--- src/rtl/gomoku_pkg.sv ---
// Shared encodings for the cursor/placement controller: board default,
// stone codes as stored in board memory, controller states and player.
package gomoku_pkg;

    localparam int BOARD_N_DEF = 15;

    typedef enum logic [1:0] {
        STONE_EMPTY = 2'b00,
        STONE_BLACK = 2'b01,
        STONE_WHITE = 2'b10
    } stone_e;

    typedef enum logic [2:0] {
        ST_IDLE,
        ST_RD,
        ST_CHK,
        ST_WR,
        ST_REJ
    } state_e;

    typedef enum logic {
        PL_BLACK = 1'b0,
        PL_WHITE = 1'b1
    } player_e;

    function automatic stone_e stone_of(input player_e p);
        return (p == PL_WHITE) ? STONE_WHITE : STONE_BLACK;
    endfunction

endpackage

--- src/rtl/coord_step.sv ---
// One cursor axis: applies an inc/dec pulse with wrap or clamp at the board edge.
// Simultaneous inc and dec cancel.
module coord_step #(
    parameter int BOARD_N = 15,
    parameter int WRAP    = 1,
    parameter int COORD_W = 4
) (
    input  logic [COORD_W-1:0] coord,
    input  logic               inc,
    input  logic               dec,
    output logic [COORD_W-1:0] coord_nxt
);

    localparam logic [COORD_W-1:0] MAX_C = COORD_W'(BOARD_N - 1);

    always_comb begin
        coord_nxt = coord;
        if (inc && !dec) begin
            if (coord == MAX_C) coord_nxt = (WRAP != 0) ? '0 : MAX_C;
            else                coord_nxt = coord + COORD_W'(1);
        end else if (dec && !inc) begin
            if (coord == '0)    coord_nxt = (WRAP != 0) ? MAX_C : '0;
            else                coord_nxt = coord - COORD_W'(1);
        end
    end

endmodule

--- src/rtl/cursor_place_ctrl.sv ---
// Board cursor, player-to-move and the read-check-write stone placement
// handshake against an external board memory with one-cycle read latency.
module cursor_place_ctrl
    import gomoku_pkg::*;
#(
    parameter int BOARD_N = BOARD_N_DEF,
    parameter int WRAP    = 1,
    parameter int COORD_W = 4,
    parameter int ADDR_W  = 8
) (
    input  logic               clk,
    input  logic               rst,
    input  logic               left,
    input  logic               right,
    input  logic               up,
    input  logic               down,
    input  logic               center,
    input  logic               game_over,
    output logic [ADDR_W-1:0]  brd_addr,
    output logic               brd_rd_en,
    input  logic [1:0]         brd_rdata,
    output logic               brd_we,
    output logic [1:0]         brd_wdata,
    output logic [COORD_W-1:0] cur_x,
    output logic [COORD_W-1:0] cur_y,
    output logic               player,
    output logic               busy,
    output logic               place_ok,
    output logic               place_rej,
    output logic [ADDR_W-1:0]  move_cnt,
    output logic               board_full
);

    localparam logic [ADDR_W-1:0]  CELLS = ADDR_W'(BOARD_N * BOARD_N);
    localparam logic [ADDR_W-1:0]  N_A   = ADDR_W'(BOARD_N);
    localparam logic [COORD_W-1:0] MID   = COORD_W'(BOARD_N / 2);

    state_e              state_q, state_d;
    logic [COORD_W-1:0]  x_q, x_d, y_q, y_d;
    logic [COORD_W-1:0]  x_step, y_step;
    player_e             player_q, player_d;
    logic [ADDR_W-1:0]   cnt_q, cnt_d;
    logic [ADDR_W-1:0]   addr_q, addr_d;

    coord_step #(.BOARD_N(BOARD_N), .WRAP(WRAP), .COORD_W(COORD_W)) u_step_x (
        .coord(x_q), .inc(right), .dec(left), .coord_nxt(x_step)
    );

    coord_step #(.BOARD_N(BOARD_N), .WRAP(WRAP), .COORD_W(COORD_W)) u_step_y (
        .coord(y_q), .inc(down), .dec(up), .coord_nxt(y_step)
    );

    assign board_full = (cnt_q == CELLS);

    always_comb begin
        state_d  = state_q;
        x_d      = x_q;
        y_d      = y_q;
        player_d = player_q;
        cnt_d    = cnt_q;
        addr_d   = addr_q;
        case (state_q)
            ST_IDLE: begin
                // centre wins over any direction pulse in the same cycle
                if (center) begin
                    if (game_over || board_full) begin
                        state_d = ST_REJ;
                    end else begin
                        addr_d  = ADDR_W'(y_q) * N_A + ADDR_W'(x_q);
                        state_d = ST_RD;
                    end
                end else begin
                    x_d = x_step;
                    y_d = y_step;
                end
            end
            ST_RD:  state_d = ST_CHK;
            ST_CHK: state_d = (brd_rdata == STONE_EMPTY) ? ST_WR : ST_REJ;
            ST_WR: begin
                player_d = (player_q == PL_BLACK) ? PL_WHITE : PL_BLACK;
                if (cnt_q != CELLS) cnt_d = cnt_q + ADDR_W'(1);
                state_d  = ST_IDLE;
            end
            ST_REJ:  state_d = ST_IDLE;
            default: state_d = ST_IDLE;
        endcase
    end

    always_ff @(posedge clk or posedge rst) begin
        if (rst) begin
            state_q  <= ST_IDLE;
            x_q      <= MID;
            y_q      <= MID;
            player_q <= PL_BLACK;
            cnt_q    <= '0;
            addr_q   <= '0;
        end else begin
            state_q  <= state_d;
            x_q      <= x_d;
            y_q      <= y_d;
            player_q <= player_d;
            cnt_q    <= cnt_d;
            addr_q   <= addr_d;
        end
    end

    assign brd_addr  = addr_q;
    assign brd_rd_en = (state_q == ST_RD);
    assign brd_we    = (state_q == ST_WR);
    assign brd_wdata = (state_q == ST_WR) ? stone_of(player_q) : STONE_EMPTY;
    assign place_ok  = (state_q == ST_WR);
    assign place_rej = (state_q == ST_REJ);
    assign busy      = (state_q != ST_IDLE);
    assign cur_x     = x_q;
    assign cur_y     = y_q;
    assign player    = player_q;
    assign move_cnt  = cnt_q;

endmodule

--- config.mk ---
export PLATFORM = sky130hd
export DESIGN_NAME = cursor_place_ctrl
export DESIGN_NICKNAME = d
export VERILOG_FILES = /design/src/rtl/gomoku_pkg.sv /design/src/rtl/coord_step.sv /design/src/rtl/cursor_place_ctrl.sv
export SDC_FILE = /design/constraint.sdc
export NUM_CORES = 1
export LEC_CHECK = 0
export ABC_AREA = 1
export CELL_PAD_IN_SITES_DETAIL_PLACEMENT = 0
export CELL_PAD_IN_SITES_GLOBAL_PLACEMENT = 1
export CORE_MARGIN = 2
export CORE_UTILIZATION = 42
export DETAILED_ROUTE_END_ITERATION = 10
export PLACE_DENSITY = 0.85
export REMOVE_ABC_BUFFERS = 1
export SLEW_MARGIN = 20
export SYNTH_ARGS = -nofsm -noshare
export SYNTH_HDL_FRONTEND = slang
export SYNTH_HIERARCHICAL = 1
export SYNTH_SLANG_ARGS = --single-unit
--- constraint.sdc ---
create_clock -name clk -period 4.51 [get_ports clk]
set_input_delay 0.451 -clock clk [delete_from_list [all_inputs] [get_ports clk]]
set_output_delay 0.451 -clock clk [all_outputs]
set_load 0.02 [all_outputs]
==> run metrics <==
outcome=finished clean; critical setup path kind=flop to flop; Die H=between 80 and 90 um; RSZ-0062 raised after global routing=no; PwrDens=about 750 nW/um^2; Crit Path Max Fanout=13; # clock sinks=28; endpoints failing setup=0; syn_area_per_cell=about 7.5 sq um; Setup WS post-layout=between 1000 and 1500 ps; Clock Latency Late Sink=~280 ps; Rel. slew slack=0.718; share of the synthesized area in the top cell type=0.226; layout cell share with drive strength beyond 1=0.0790; Worst Path Required=~4700 ps; Starting Density=0.440; maxcap violations=0; crit path capture type=flop; number of global-route vias before repair=1,954; # resized after CTS=0; largest net degree at the start of global routing=29; synth top area cells=dfrtp_1 23%, nand2_1 15%, ha_1 14%; post-DR wirelength/cell=between 10 and 15 um; count of unique library cells instantiated by Yosys=27; DR iter-0 viols=54; Longest Clk Path Bufs=2; remaining routing DRC violations=0; die footprint=6430 sq um; final critical-path required period=3210 ps; total track usage=0.162; IO Port Bufs=42; Leak=1.53 nW; slowest CP cell=dfstp_2; cts bufs inserted=3; Total Nets Final=412; number of hold buffers added after cts=0; Post-synth top cells=95 x nand2_1, 58 x inv_1, 27 x ha_1; # Post-CTS Setup Buffers=0; cell taking the most area after synthesis=dfrtp_1; synthesized area=around 2400 sq um; final RePlAce weighted congestion=0.814; Worst setup SP type=flop; number of flops mapped to enable cells by yosys=0; CP most frequent cell=nand2_1; VDD IR-drop max=roughly 0.00070 V; Synth Warn #=6; CTS tree=done; gr ovfl total=0; Main synth FF type=dfrtp_1; final hold vios=0; clk root buf=clkbuf_8; First-pass DRT Iterations=4; Inserted Diodes=0; final clock skew=10.6 ps; Area growth syn-to-layout=22.3%; Post-Place Worst Slack=approximately 1300 ps; crit-path max cell delay=roughly 700 ps; io pins=43; clock slew at reported path FFs=~100 ps; Max Freq=a little over 300 MHz; Fillers=about 560; # rows=27; CP cell instances=fa_1 -> fa_1 -> inv_1 -> fa_1 -> inv_1 -> ha_1 -> nand2_1 -> nand2_1 -> nand2_1 -> nand3_1 -> nand2_1 -> nand2_1 -> nand2_1 -> nand2_1; initial antenna violation count=0; Post-DP HPWL=between 3000 and 4000 um; chip width=between 80 and 90 um; first-pass GRT wire length=8420 um; register area share after synthesis=0.291; Slew @ Worst Pin=between 400 and 500 ps; Post-DRT Antenna Nets=0; Synth Register Bits=28; area of the core=5540 sq um; min-delay worst type=flop to flop; Routed WL=about 4700 um; fin crit share=0.713; cell count after synthesis=323; Fin Setup TNS=0 ps; final slew viol count=0; top-count cell post-synth=nand2_1; DR vias=around 2,000; Worst EP arrival=between 3000 and 4000 ps; htree depth=1; Via density=around 4.7; Post-synth ARST share=1.00
==> cell type report <==
type | instances | area, sq um | area share
Clock buffer | 4 | 55.1 | 0.0185
Multi-Input combinational cell | 232 | 1470 | 0.492
Tap cell | 72 | 90.1 | 0.0302
Sequential cell | 28 | 708 | 0.238
Timing Repair Buffer | 43 | 428 | 0.144
Inverter | 60 | 231 | 0.0777
==> worst max-delay path, delay by kind of cell, from the launching register on <==
kind	cells	cell delay (ps)
adders and majority gates	4	1820
DFF	1	700
buffers and inverters	2	80
and+or+nand+nor	8	520
==> cells by family (layout without fill, tap and decap cells) <==
kind of cell	count (synthesis)	in the layout	synth area share
XOR/XNOR	16	16	0.0575
AND/OR/NAND/NOR	159	159	0.296
buffers and inverters	63	107	0.107
adder cells (fa/ha/maj)	34	34	0.196
AO/OA/AOI/OAI	23	23	0.0524
flip-flops	28	28	0.291
==> worst paths after layout <==
path | from | end | slack, ps | cells after the start
min in group asynchronous | rst | move_cnt[7] | 520 | 3
max in group asynchronous | rst | cur_x[2] | 3670 | 3
min | brd_addr[7] | brd_addr[7] | 490 | 2
max reg2reg | cur_y[2] | brd_addr[6] | 1300 | 14
max | cur_y[2] | brd_addr[6] | 1300 | 14
min reg2reg | brd_addr[7] | brd_addr[7] | 490 | 2
==> flip-flops by register name (all words and copies together), names as in the netlist <==
signal	count
brd_addr	8
move_cnt	8
cur_x	4
cur_y	4
state_q	3
player	1
==> through the flow <==
stage | hold WS, ps | std cells | total power [W] | instance area [sq um] | util
finish | 489 | 439 | 0.00224 | 2980 | 0.538
global route | 514 | 439 | 0.00249 | 2980 | 0.538
CTS | 498 | 439 | 0.00228 | 2980 | 0.538
detailed placement | 469 | 435 | 0.00211 | 2920 | 0.528
global placement | 461 | 435 | 0.00209 | 2920 | 0.528
floorplan | 512 | 320 | 0.00166 | 2410 | -
==> power by group <==
group	internal, W	leakage (nW)	total, W	switching [W]
clock	0.0000783	0.0288	0.000159	0.0000811
combinational	0.000676	1.15	0.00157	0.000892
sequential	0.000362	0.351	0.000513	0.000151
total	0.00112	1.53	0.00224	0.00112
==> layer usage <==
layer,share of wire,vias up,wire [um],track usage
li1,-,1081,-,-
met1,0.48,929,2280,0.209
met2,0.48,31,2250,0.283
met3,0.030,4,143,0.0191
met4,0.0099,0,47,0.0458
met5,0,-,0,0
==> cells in the final DEF, fill, tap and decap left out, drive strengths merged, types with 4 or more instances in the layout <==
cell / count
dfstp: 6
xnor2: 8
clkdlybuf4s50: 42
nand4: 6
ha: 27
nor3: 4
a21oi: 4
nand2: 103
fa: 7
nor2: 22
nand3: 23
dfrtp: 22
o21ai: 17
inv: 58
clkbuf: 4
xor2: 8
Power figures use the tool's default switching activity.
